<file path="config.mk">
export PLATFORM = sky130hd
export DESIGN_NAME = prim_fifo_sync
export DESIGN_NICKNAME = d
export VERILOG_FILES = /design/src/rtl/prim_fifo_sync.sv
export SDC_FILE = /design/constraint.sdc
export NUM_CORES = 1
export LEC_CHECK = 0
export ABC_AREA = 0
export BUFFER_PORTS_ARGS = -buffer_cell sky130_fd_sc_hd__buf_2
export CAP_MARGIN = 20
export CORE_MARGIN = 5
export CORE_UTILIZATION = 38
export DETAILED_ROUTE_END_ITERATION = 16
export SLEW_MARGIN = 20
export SYNTH_ARGS = -nofsm -noshare
export SYNTH_HDL_FRONTEND = slang
export SYNTH_SLANG_ARGS = --single-unit
export TNS_END_PERCENT = 1
</file>
<file path="constraint.sdc">
create_clock -name clk_i -period 6.7 [get_ports clk_i]
set_input_delay 2.01 -clock clk_i [delete_from_list [all_inputs] [get_ports clk_i]]
set_output_delay 2.01 -clock clk_i [all_outputs]
set_load 0.005 [all_outputs]
</file>
<file path="src/rtl/prim_fifo_sync.sv">
// rtl/prim_fifo_sync.sv - single-clock ready/valid FIFO with optional pass-through
//
// Purpose: same-domain FIFO for response queues and request buffering.
// Optional build macro: PRIM_FIFO_SYNC_CLR_EN adds the clr_i synchronous flush input.
//
// Ports:
//   clk_i   in   1       clock, all state updates on the rising edge
//   rst_ni  in   1       asynchronous active-low reset
//   clr_i   in   1       synchronous flush (only with PRIM_FIFO_SYNC_CLR_EN)
//   wvalid  in   1       write request
//   wready  out  1       FIFO can accept a write (!full)
//   wdata   in   Width   write data
//   rvalid  out  1       read data available
//   rready  in   1       consumer accepts rdata
//   rdata   out  Width   head entry (or wdata when passing through)
//   depth   out  DepthW  number of stored entries
module prim_fifo_sync #(
  parameter int   Width  = 16,
  parameter logic Pass   = 1'b1,
  parameter int   Depth  = 4,
  localparam int  DepthW = $clog2(Depth + 1)
) (
  input  logic              clk_i,
  input  logic              rst_ni,
`ifdef PRIM_FIFO_SYNC_CLR_EN
  input  logic              clr_i,
`endif
  input  logic              wvalid,
  output logic              wready,
  input  logic [Width-1:0]  wdata,
  output logic              rvalid,
  input  logic              rready,
  output logic [Width-1:0]  rdata,
  output logic [DepthW-1:0] depth
);

  // Low bits index storage, the extra MSB is a wrap flag distinguishing full from empty.
  localparam int PtrvW = (Depth > 1) ? $clog2(Depth) : 1;
  localparam int PtrW  = PtrvW + 1;

  logic [PtrW-1:0]  wptr, rptr;
  logic [Width-1:0] mem [Depth];

  logic [PtrvW-1:0] wlow, rlow;
  logic             wmsb, rmsb;
  logic             empty, full;
  logic             pass_thru;
  logic             flush;
  logic             wr_en, rd_en;

  // Wrap at Depth-1 rather than at a power of two so non-power-of-2 depths work.
  function automatic logic [PtrW-1:0] ptr_inc(input logic [PtrW-1:0] p);
    logic [PtrW-1:0] n;
    if (p[PtrvW-1:0] == PtrvW'(Depth - 1)) begin
      n = {~p[PtrW-1], {PtrvW{1'b0}}};
    end else begin
      n = p + PtrW'(1);
    end
    return n;
  endfunction

  assign wlow = wptr[PtrvW-1:0];
  assign rlow = rptr[PtrvW-1:0];
  assign wmsb = wptr[PtrW-1];
  assign rmsb = rptr[PtrW-1];

  assign empty = (wptr == rptr);
  assign full  = (wlow == rlow) && (wmsb != rmsb);

`ifdef PRIM_FIFO_SYNC_CLR_EN
  assign flush = clr_i;
`else
  assign flush = 1'b0;
`endif

  // Empty FIFO with a consumer ready: data bypasses storage entirely.
  assign pass_thru = Pass && empty && wvalid && rready;

  // wready depends only on state, so a full FIFO refuses a write even if a read
  // frees a slot in the same cycle.
  assign wready = !full;
  assign wr_en  = wvalid && !full && !pass_thru && !flush;
  assign rd_en  = rready && !empty && !flush;

  assign rvalid = !empty || (Pass && wvalid);
  assign rdata  = (Pass && empty) ? wdata : mem[rlow];

  always_comb begin
    depth = '0;
    if (full) begin
      depth = DepthW'(Depth);
    end else if (wmsb == rmsb) begin
      depth = DepthW'(wlow) - DepthW'(rlow);
    end else begin
      depth = DepthW'(Depth) - DepthW'(rlow) + DepthW'(wlow);
    end
  end

  always_ff @(posedge clk_i or negedge rst_ni) begin
    if (!rst_ni) begin
      wptr <= '0;
      rptr <= '0;
    end else if (flush) begin
      wptr <= '0;
      rptr <= '0;
    end else begin
      if (wr_en) wptr <= ptr_inc(wptr);
      if (rd_en) rptr <= ptr_inc(rptr);
    end
  end

  // Storage is deliberately not reset; the pointers alone define validity.
  always_ff @(posedge clk_i) begin
    if (wr_en) mem[wlow] <= wdata;
  end

endmodule

</file>
==> results of run 1 <==
## cell usage after synthesis (3+ instances only)
cell type / number
sky130_fd_sc_hd__edfxtp_1: 64
sky130_fd_sc_hd__mux2_2: 18
sky130_fd_sc_hd__mux4_1: 8
sky130_fd_sc_hd__mux4_2: 8
sky130_fd_sc_hd__ha_1: 7
sky130_fd_sc_hd__dfrtp_1: 6
sky130_fd_sc_hd__and3b_1: 4
sky130_fd_sc_hd__inv_1: 4
sky130_fd_sc_hd__nand2_1: 4
sky130_fd_sc_hd__buf_6: 3
sky130_fd_sc_hd__nor2_1: 3
sky130_fd_sc_hd__o211ai_1: 3
sky130_fd_sc_hd__o21ai_0: 3
## worst max path at each step
stage	slack, ps	cells past startpoint	end	start
2_1_floorplan	2150	2	rvalid	wvalid
3_3_place_gp	2040	3	rvalid	wvalid
3_5_place_dp	2040	3	rvalid	wvalid
4_1_cts	1880	6	rdata[1]	wptr[0]$_DFFE_PN0P_
5_1_grt	1660	6	rdata[1]	wptr[0]$_DFFE_PN0P_
6_report	1940	6	rdata[1]	wptr[0]$_DFFE_PN0P_
## stage by stage
step                      worst slack [ps]  instances
after floorplan                       2150        155
after global placement                2040        292
after detailed placement              2040        292
after CTS                             1880        307
after global routing                  1660        307
final                                 1940        307
## cells by family (layout without fill, tap and decap cells)
logic type      after synthesis  after routing  share of synthesized area (%)
simple gates                 17             17                           3.16
buf+inv                      11             61                           2.26
fa+ha+maj                     8              8                           3.53
xor+xnor                      2              2                          0.574
flops                        70             70                           67.9
compound gates               12             12                           2.79
mux                          35             35                           19.8
## report_power, final
group	internal [W]	total [W]	switching, W
logic	0.000361	0.000713	0.000351
clock network	0.000167	0.000312	0.000145
registers	0.000589	0.000621	0.0000320
total	0.00112	0.00165	0.000529
## registers in the layout (all words and copies together) (netlist names)
name  flops
wptr      3
rptr      3
mem      64
## per-layer routing
layer  share of wire, %  track usage, %
met1                 44            14.2
met2                 50            18.4
met5                  0               0
met4                1.4            5.99
met3                4.0            2.81
## layout make-up
cell class / instances / area [um^2] / share of cell area (%)
Clock buffer: 10 / 128 / 3.63
Inverter: 4 / 15.0 / 0.427
Clock inverter: 5 / 51.3 / 1.46
Tap cell: 102 / 128 / 3.63
Sequential cell: 70 / 2070 / 58.9
Multi-Input combinational cell: 74 / 910 / 25.9
Timing Repair Buffer: 42 / 215 / 6.12
==> out/qor.yml, run 1 <==
maxSlewViolCount: 0
report.power.total_w: 0.00165
crit-reg2reg-capture: "mem[3][15]$_DFFE_PP_"
wirelength_mm: 5.39
final.setup_skew_ps: 6.53
setup_violations: 0
floorplan.io_pins: 41
max-clock-path-buffers: 2
floorplan.die_area_um2: 9920
vias_in_the_first_global_route: 1643
synth_top_area_share_pct: 63.0
cts_sink_cnt: 70
min_to: "wptr[2]$_DFFE_PN0P_"
holdCritStartpoint: "wptr[2]$_DFFE_PN0P_"
worstReg2RegStart: "wptr[0]$_DFFE_PN0P_"
synthesized_netlist_net_count: 183
postSynthAreaPerCell_um2: 19.7
htree_levels: 3
grt_util_all_layers_pct: 11.4
most_area_consuming_cells_after_synthesis: "sky130_fd_sc_hd__edfxtp_1 (63%), sky130_fd_sc_hd__mux4_1 (6.9%), sky130_fd_sc_hd__mux2_2 (6.6%)"
timing_hold_violations_final: 0
gpl_wtd_cong: 0.712
commonest_cells_after_routing_fill_and_taps_aside: "sky130_fd_sc_hd__edfxtp_1 (64), sky130_fd_sc_hd__buf_2 (40), sky130_fd_sc_hd__mux2_2 (18)"
timing.critical_path.cells: "inv_1 -> ha_1 -> nand2_1 -> nor2_2 -> mux2_2 -> buf_2"
flow.area_growth_from_synthesis_pct: 15.3
netlist.top_cell.by_area: "sky130_fd_sc_hd__edfxtp_1"
ys_dominant_reg_cell: "sky130_fd_sc_hd__edfxtp_1"
postLayoutCoreUtil_pct: 45.3
drc: 0
total_leakage_power_nw: 1.28
synth_enable_flop_cells: 64
final_layout_setup_total_negative_slack_ps: 0
worst-r2r-cell-count: 5
timing.slew.headroom_pct: 34.4
power_per_cell_area_nw_per_um2: 468
worstPathBufferInverterCount: 2
first_pass_iters: 4
placementRows: 32
ctsHoldBuffers: 0
r2r_slack_ps: 4150
cell_area_placed_um2: 3340
critPathKind: "flip-flop to output port"
hold_path_cell_cnt: 1
netlist_area_um2: 3050
grt_start_max_net_pins: 20
critical_path_arrival_ps: 2750
critical_path.slowest_cell: "sky130_fd_sc_hd__nor2_2"
fillerInstances: 714
max_stage_delay_ps: 790
fmax_mhz: 210
hpwl_mm: 3.41
crit_path_end_kind: "output port"
post-route-min-period_ps: 4760
grt_overflow: 0
floorplan.initialDensity_pct: 39.3
critical-path-top-delay-family: "simple AND/OR/NAND/NOR gates"
critPathLaunchType: "flip-flop"
cp_max_fo: 16
final_common_cell: "sky130_fd_sc_hd__edfxtp_1"
maxCapViolations: 0
drt.antenna.violating_nets: 0
core_area_um2: 7770
synth.yosys.seq_area_share_pct: 67.9
cts_buffers: 9
drt-wirelength-per-cell_um: 17.6
timing_worst_slew_pin_value_ps: 983
diodes_inserted: 0
critPathRequiredTime_ps: 4690
cts_resized: 0
clkLatencyLatePin_ps: 330
dr_total_vias: 1535
async_flop_share_pct: 8.57
postSynthCellCount: 155
overall_die_width_um: 99.6
ctsRootBufferMaster: "sky130_fd_sc_hd__clkbuf_8"
cts_tree: "built"
clk_slew_on_worst_s_h_paths_ps: 70
whs_ps: 490
finalInstanceArea_um2: 3520
synth.ff_latch_count: 70
post-route-period-util_pct: 71.1
drive_gt1_share_pct: 41.0
outcome: "finished clean"
via_per_inst: 5.00
port-buffer-count: 40
1st_iter_drt_viols: 59
yosysWarningCount: 0
synth.distinct_cells: 30
die_height_um: 99.6
post-cts-setup-buffer-count: 0
hold_class: "flip-flop to flip-flop"
design.final.nets: 229
vdd_ir_max_v: 0.000287
grt_pass1_wl_mm: 8.40
rsz0062_at_grt: "no"
grt_antenna_before_repair: 0
(Power assumes the default switching activity.)
==> run 2: changes to the inputs <==
==> constraint.sdc (replaced) <==
create_clock -name clk_i -period 3.85 [get_ports clk_i]
set_input_delay 1.155 -clock clk_i [delete_from_list [all_inputs] [get_ports clk_i]]
set_output_delay 1.155 -clock clk_i [all_outputs]
set_load 0.005 [all_outputs]
==> run 2 against run 1 <==
Net effect: combinational power is 80% higher; critical path depth is 1 higher; sequential share of layout area is 1.6 points lower; die area stayed put; critical endpoint is now rdata[15].
==> out/qor.yml, run 2 (same netlist as run 1, synthesis figures left out) <==
vdd_ir_max_v: 0.000404  # +41%
commonest_cells_after_routing_fill_and_taps_aside: "sky130_fd_sc_hd__edfxtp_1 (64), sky130_fd_sc_hd__buf_2 (40), sky130_fd_sc_hd__mux2_2 (18)"
wirelength_mm: 5.35  # -0.91%
cp_max_fo: 16  # unchanged
cell_area_placed_um2: 3380  # +1.3%
dr_total_vias: 1562  # +1.8%
floorplan.io_pins: 41  # unchanged
sequentialPowerShare_pct: 35.3  # -2.4 points
floorplan.die_area_um2: 9920  # unchanged
grt_pass1_wl_mm: 8.45  # +0.57%
hold_class: "flip-flop to flip-flop"
flow.area_growth_from_synthesis_pct: 18.7
vias_in_the_first_global_route: 1566  # -4.7%
r2r_slack_ps: 1720  # -2430 ps
first_pass_iters: 4  # unchanged
combinationalPowerShare_pct: 42.0  # -1.3 points
timing_worst_slew_pin_value_ps: 331  # -652 ps
power_per_cell_area_nw_per_um2: 843  # +80%
floorplan.initialDensity_pct: 39.3  # unchanged
post-place-cells: 298  # +2.1%
grt_util_all_layers_pct: 11.4  # -0.042 points
cts_tree: "built"
critical_path_arrival_ps: 2270  # -480 ps
clkLatencyLatePin_ps: 330  # about the same
final_layout_setup_total_negative_slack_ps: 0  # unchanged
setup_violations: 0  # unchanged
timing.critical_path.cells: "inv_1 -> ha_1 -> nand2_1 -> nor2_2 -> buf_4 -> mux2_2 -> buf_2"
port-buffer-count: 40  # unchanged
holdCritStartpoint: "wptr[2]$_DFFE_PN0P_"
largest_register: "mem"
cts_buffers: 9  # unchanged
largest_register_ffs: 64  # unchanged
finalInstanceArea_um2: 3620  # +2.9%
via_per_inst: 4.99  # -0.19%
grt_antenna_before_repair: 0  # unchanged
power.switching_fraction_pct: 30.7  # -1.4 points
drive_gt1_share_pct: 43.6  # +2.6 points
max-clock-path-buffers: 2  # unchanged
final.setup_skew_ps: 5.16  # -1.37 ps
final_common_cell: "sky130_fd_sc_hd__edfxtp_1"
timing.slew.headroom_pct: 77.9  # +44 points
htree_levels: 3  # unchanged
ctsHoldBuffers: 0  # unchanged
power.internal_w: 0.00211  # +89%
post-route-period-util_pct: 89.0
total_leakage_power_nw: 1.33  # +4.5%
fmax_mhz: 292
critPathKind: "flip-flop to output port"
reg.largest.list: "mem x64, rptr x3, wptr x3"
drt-wirelength-per-cell_um: 17.1  # -2.8%
critical_path.slowest_cell: "sky130_fd_sc_hd__dfrtp_1"
switchingPower_w: 0.000938  # +78%
worstReg2RegStart: "wptr[0]$_DFFE_PN0P_"
crit-reg2reg-capture: "mem[0][1]$_DFFE_PP_"
critPathRequiredTime_ps: 2690  # -2000 ps
overall_die_width_um: 99.6  # unchanged
gpl_wtd_cong: 0.772  # +8.5%
die_height_um: 99.6  # unchanged
diodes_inserted: 0  # unchanged
rsz0062_at_grt: "no"
timing_hold_violations_final: 0  # unchanged
max_stage_delay_ps: 410  # -380 ps
maxSlewViolCount: 0  # unchanged
grt_overflow: 0  # unchanged
clock_power_share_pct: 22.7  # +3.7 points
post-route-min-period_ps: 3430
cts_resized: 0  # unchanged
core_area_um2: 7770  # unchanged
final_cell_count_no_fill: 313  # +2.0%
critPathLaunchType: "flip-flop"
maxCapViolations: 0  # unchanged
cts_sink_cnt: 70  # unchanged
place_worst_setup_slack_ps: 767  # -1280 ps
design.final.nets: 235  # +2.6%
placementRows: 32  # unchanged
drt.antenna.violating_nets: 0  # unchanged
finalWorstSetupSlack_ps: 422  # -1520 ps
outcome: "finished clean"
grt_start_max_net_pins: 20  # unchanged
1st_iter_drt_viols: 55  # -6.8%
min_to: "wptr[2]$_DFFE_PN0P_"
hpwl_mm: 3.45  # +1.1%
post-cts-setup-buffer-count: 0  # unchanged
ctsRootBufferMaster: "sky130_fd_sc_hd__clkbuf_8"
drc: 0  # unchanged
hold_path_cell_cnt: 1  # unchanged
crit_path_end_kind: "output port"
worst-r2r-cell-count: 6  # +1
clk_slew_on_worst_s_h_paths_ps: 70  # about the same
-- run 2: cell types whose count changed in the layout (fill, tap and decap cells not counted) --
cell | before | now
sky130_fd_sc_hd__buf_4 | 2 | 8
sky130_fd_sc_hd__bufinv_16 | 1 | 3
sky130_fd_sc_hd__clkbuf_1 | 1 | 0
sky130_fd_sc_hd__clkinv_1 | 1 | 0
sky130_fd_sc_hd__clkinv_2 | 2 | 1
sky130_fd_sc_hd__clkinv_4 | 0 | 1
-- run 2: layer usage --
layer | up-vias | part of all wire [%] | GRT usage, %
met5 | - | 0 | 0
met2 | 27 | 49 | 17.7
li1 | 730 | - | -
met4 | 0 | 0.80 | 3.78
met3 | 5 | 3.8 | 3.86
met1 | 800 | 46 | 15.0
-- run 2: worst max-delay path: cells and delay by family, from the launching register on --
| kind | cells | cell delay (ps) |
|---|---|---|
| buffers and inverters | 3 | 490 |
| adders and majority gates | 1 | 380 |
| muxes | 1 | 360 |
| DFF | 1 | 410 |
| and+or+nand+nor | 2 | 290 |
-- run 2: worst max-delay path by stage --
stage,from,endpoint,depth (start not counted)
after floorplan,rptr[1]$_DFFE_PN0P_,rdata[10],8
after global placement,wptr[0]$_DFFE_PN0P_,rdata[9],7
after global routing,wptr[0]$_DFFE_PN0P_,rdata[0],7
after detailed placement,wptr[0]$_DFFE_PN0P_,rdata[9],7
final,wptr[0]$_DFFE_PN0P_,rdata[15],7
after CTS,wptr[0]$_DFFE_PN0P_,rdata[9],7
-- run 2: power groups by stage --
stage | logic (W) | clock network (W) | registers [W]
after detailed placement | 0.00131 | 0 | 0.00110
final | 0.00128 | 0.000693 | 0.00108
after global routing | 0.00142 | 0.000740 | 0.00109
after CTS | 0.00132 | 0.000703 | 0.00108
after global placement | 0.00131 | 0 | 0.00109
after floorplan | 0.000888 | 0 | 0.00108
-- run 2: cell type report --
class / count / area, um^2
clock inverter: 6 / 111
timing repair buffer: 48 / 260
fill: 689 / 4150
clock buffer: 9 / 124
multi-input combinational: 74 / 910
tap: 102 / 128
inverter: 4 / 15.0
sequential: 70 / 2070
-- run 2: per-stage QoR --
stage	hold WS [ps]	power, W	utilization, %
detailed placement	487	0.00241	43.6
finish	492	0.00305	46.6
global placement	490	0.00240	43.6
CTS	496	0.00310	46.6
global route	516	0.00326	46.6
floorplan	470	0.00197	-
==> run 3: changes to the inputs <==
--- a/config.mk
+++ b/config.mk
@@ -8,7 +8,7 @@
 export ABC_AREA = 0
 export BUFFER_PORTS_ARGS = -buffer_cell sky130_fd_sc_hd__buf_2
 export CAP_MARGIN = 20
-export CORE_MARGIN = 5
+export CORE_ASPECT_RATIO = 0.5
 export CORE_UTILIZATION = 38
 export DETAILED_ROUTE_END_ITERATION = 16
 export SLEW_MARGIN = 20
==> run 3 against run 2 <==
Net effect: combinational power barely moved; total power rose by 3.0%; wire length fell by 1.3%.
==> out/qor.yml, run 3 (same netlist as run 1, synthesis figures left out) <==
total_leakage_power_nw: 1.35  # +1.5%
commonest_cells_after_routing_fill_and_taps_aside: "sky130_fd_sc_hd__edfxtp_1 (64), sky130_fd_sc_hd__buf_2 (40), sky130_fd_sc_hd__mux2_2 (18)"
drt.antenna.violating_nets: 0  # unchanged
finalInstanceArea_um2: 3680  # +1.6%
overall_die_width_um: 129  # +29%
vdd_ir_max_v: 0.000500  # +24%
timing.critical_path.cells: "inv_1 -> ha_1 -> nand2_1 -> nor2_2 -> buf_4 -> mux2_2 -> buf_2"
cts_buffers: 9  # unchanged
max-clock-path-buffers: 2  # unchanged
drive_gt1_share_pct: 43.3  # -0.27 points
timing.slew.headroom_pct: 44.4  # -34 points
1st_iter_drt_viols: 66  # +20%
critPathRequiredTime_ps: 2690  # about the same
diodes_inserted: 0  # unchanged
gpl_wtd_cong: 0.813  # +5.3%
cts_resized: 0  # unchanged
hold_class: "flip-flop to flip-flop"
floorplan.io_pins: 41  # unchanged
final_common_cell: "sky130_fd_sc_hd__edfxtp_1"
cts_tree: "built"
timing_worst_slew_pin_value_ps: 834  # +503 ps
grt_overflow: 0  # unchanged
setup_violations: 0  # unchanged
placementRows: 22  # -31%
critPathKind: "flip-flop to output port"
drc: 0  # unchanged
clock_power_share_pct: 25.6  # +2.9 points
first_pass_iters: 5  # +1
cp_max_fo: 16  # unchanged
max_stage_delay_ps: 410  # about the same
htree_levels: 3  # unchanged
clkLatencyLatePin_ps: 320  # about the same
ctsRootBufferMaster: "sky130_fd_sc_hd__clkbuf_16"
grt_util_all_layers_pct: 14.7  # +3.3 points
wirelength_mm: 5.28  # -1.3%
post-route-period-util_pct: 89.5  # +0.43 points
largest_register_ffs: 64  # unchanged
cell_area_placed_um2: 3380  # -0.22%
hpwl_mm: 3.32  # -3.8%
dr_total_vias: 1529  # -2.1%
maxSlewViolCount: 0  # unchanged
critical-path-top-delay-family: "buffers and inverters"
critical_path_arrival_ps: 2290  # +20 ps
grt_start_max_net_pins: 20  # unchanged
crit_path_end_kind: "output port"
ctsHoldBuffers: 0  # unchanged
power.internal_w: 0.00217  # +2.8%
floorplan.initialDensity_pct: 40.4  # +1.2 points
reg.largest.list: "mem x64, rptr x3, wptr x3"
combinationalPowerShare_pct: 40.1  # -1.9 points
final_layout_setup_total_negative_slack_ps: 0  # unchanged
cts_sink_cnt: 70  # unchanged
clk_slew_on_worst_s_h_paths_ps: 50  # -20 ps
power_per_cell_area_nw_per_um2: 856  # +1.4%
core_area_um2: 7540  # -2.9%
vias_in_the_first_global_route: 1620  # +3.4%
via_per_inst: 4.81  # -3.7%
fmax_mhz: 290  # -0.48%
timing_hold_violations_final: 0  # unchanged
power.switching_fraction_pct: 30.9  # +0.15 points
switchingPower_w: 0.000971  # +3.5%
critical_path.slowest_cell: "sky130_fd_sc_hd__dfrtp_1"
worstPathBufferInverterCount: 3  # unchanged
floorplan.die_area_um2: 8410  # -15%
port-buffer-count: 40  # unchanged
sequentialPowerShare_pct: 34.3  # -1.0 points
grt_pass1_wl_mm: 8.59  # +1.6%
die_height_um: 65.4  # -34%
final.setup_skew_ps: 4.81  # -0.350 ps
flow.area_growth_from_synthesis_pct: 20.5
largest_register: "mem"
post-cts-setup-buffer-count: 0  # unchanged
design.final.nets: 233  # -0.85%
post-route-min-period_ps: 3440  # +16.5 ps
rsz0062_at_grt: "no"
grt_antenna_before_repair: 0  # unchanged
drt-wirelength-per-cell_um: 16.6  # -2.8%
outcome: "finished clean"
maxCapViolations: 0  # unchanged
critPathLaunchType: "flip-flop"
-- run 3: cell types whose count changed in the layout (fill, tap and decap cells not counted), moves of 2 or more --
cell and change:
sky130_fd_sc_hd__buf_4 -2, sky130_fd_sc_hd__bufinv_16 -2, sky130_fd_sc_hd__clkbuf_8 -9, sky130_fd_sc_hd__clkbuf_16 +9
-- run 3: stage by stage --
stage	util (%)	instances	setup slack, ps	total power [W]	hold slack [ps]
finish	48.7	318	406	0.00315	503
global route	48.7	318	190	0.00336	556
CTS	48.7	318	379	0.00320	505
detailed placement	44.8	302	744	0.00238	498
global placement	44.8	302	805	0.00237	485
floorplan	-	155	490	0.00197	470
-- run 3: final timing paths --
check | cells past startpoint | slack [ps] | to | from
setup / recovery | 7 | 410 | rdata[5] | wptr[0]$_DFFE_PN0P_
hold / removal | 1 | 500 | wptr[2]$_DFFE_PN0P_ | wptr[2]$_DFFE_PN0P_
setup reg to reg | 5 | 1370 | mem[0][2]$_DFFE_PP_ | wptr[0]$_DFFE_PN0P_
hold reg to reg | 1 | 500 | wptr[2]$_DFFE_PN0P_ | wptr[2]$_DFFE_PN0P_
max in group asynchronous | 1 | 3040 | rptr[2]$_DFFE_PN0P_ | rst_ni
min in group asynchronous | 1 | 660 | rptr[1]$_DFFE_PN0P_ | rst_ni
-- run 3: final cells by class --
type	count	area (um^2)
Clock inverter	7	73.8
Inverter	4	15.0
Fill cell	649	3870
Multi-Input combinational cell	74	910
Clock buffer	9	225
Sequential cell	70	2070
Tap cell	108	135
Timing Repair Buffer	46	245
-- run 3: routing by layer --
| metal | part of all wire, % | global-route usage [%] | up-vias |
|---|---|---|---|
| met5 | 0 | 0 | - |
| met4 | 1.6 | 6.62 | 0 |
| met3 | 4.0 | 5.05 | 7 |
| met2 | 46 | 22.7 | 25 |
| met1 | 48 | 18.8 | 770 |
| li1 | - | - | 727 |
-- run 3: power groups by stage --
stage / Clock, W / Sequential, W / Combinational [W]
final: 0.000805 / 0.00108 / 0.00126
after global routing: 0.000854 / 0.00110 / 0.00141
after CTS: 0.000826 / 0.00108 / 0.00130
after detailed placement: 0 / 0.00110 / 0.00129
after global placement: 0 / 0.00109 / 0.00128
after floorplan: 0 / 0.00108 / 0.000888
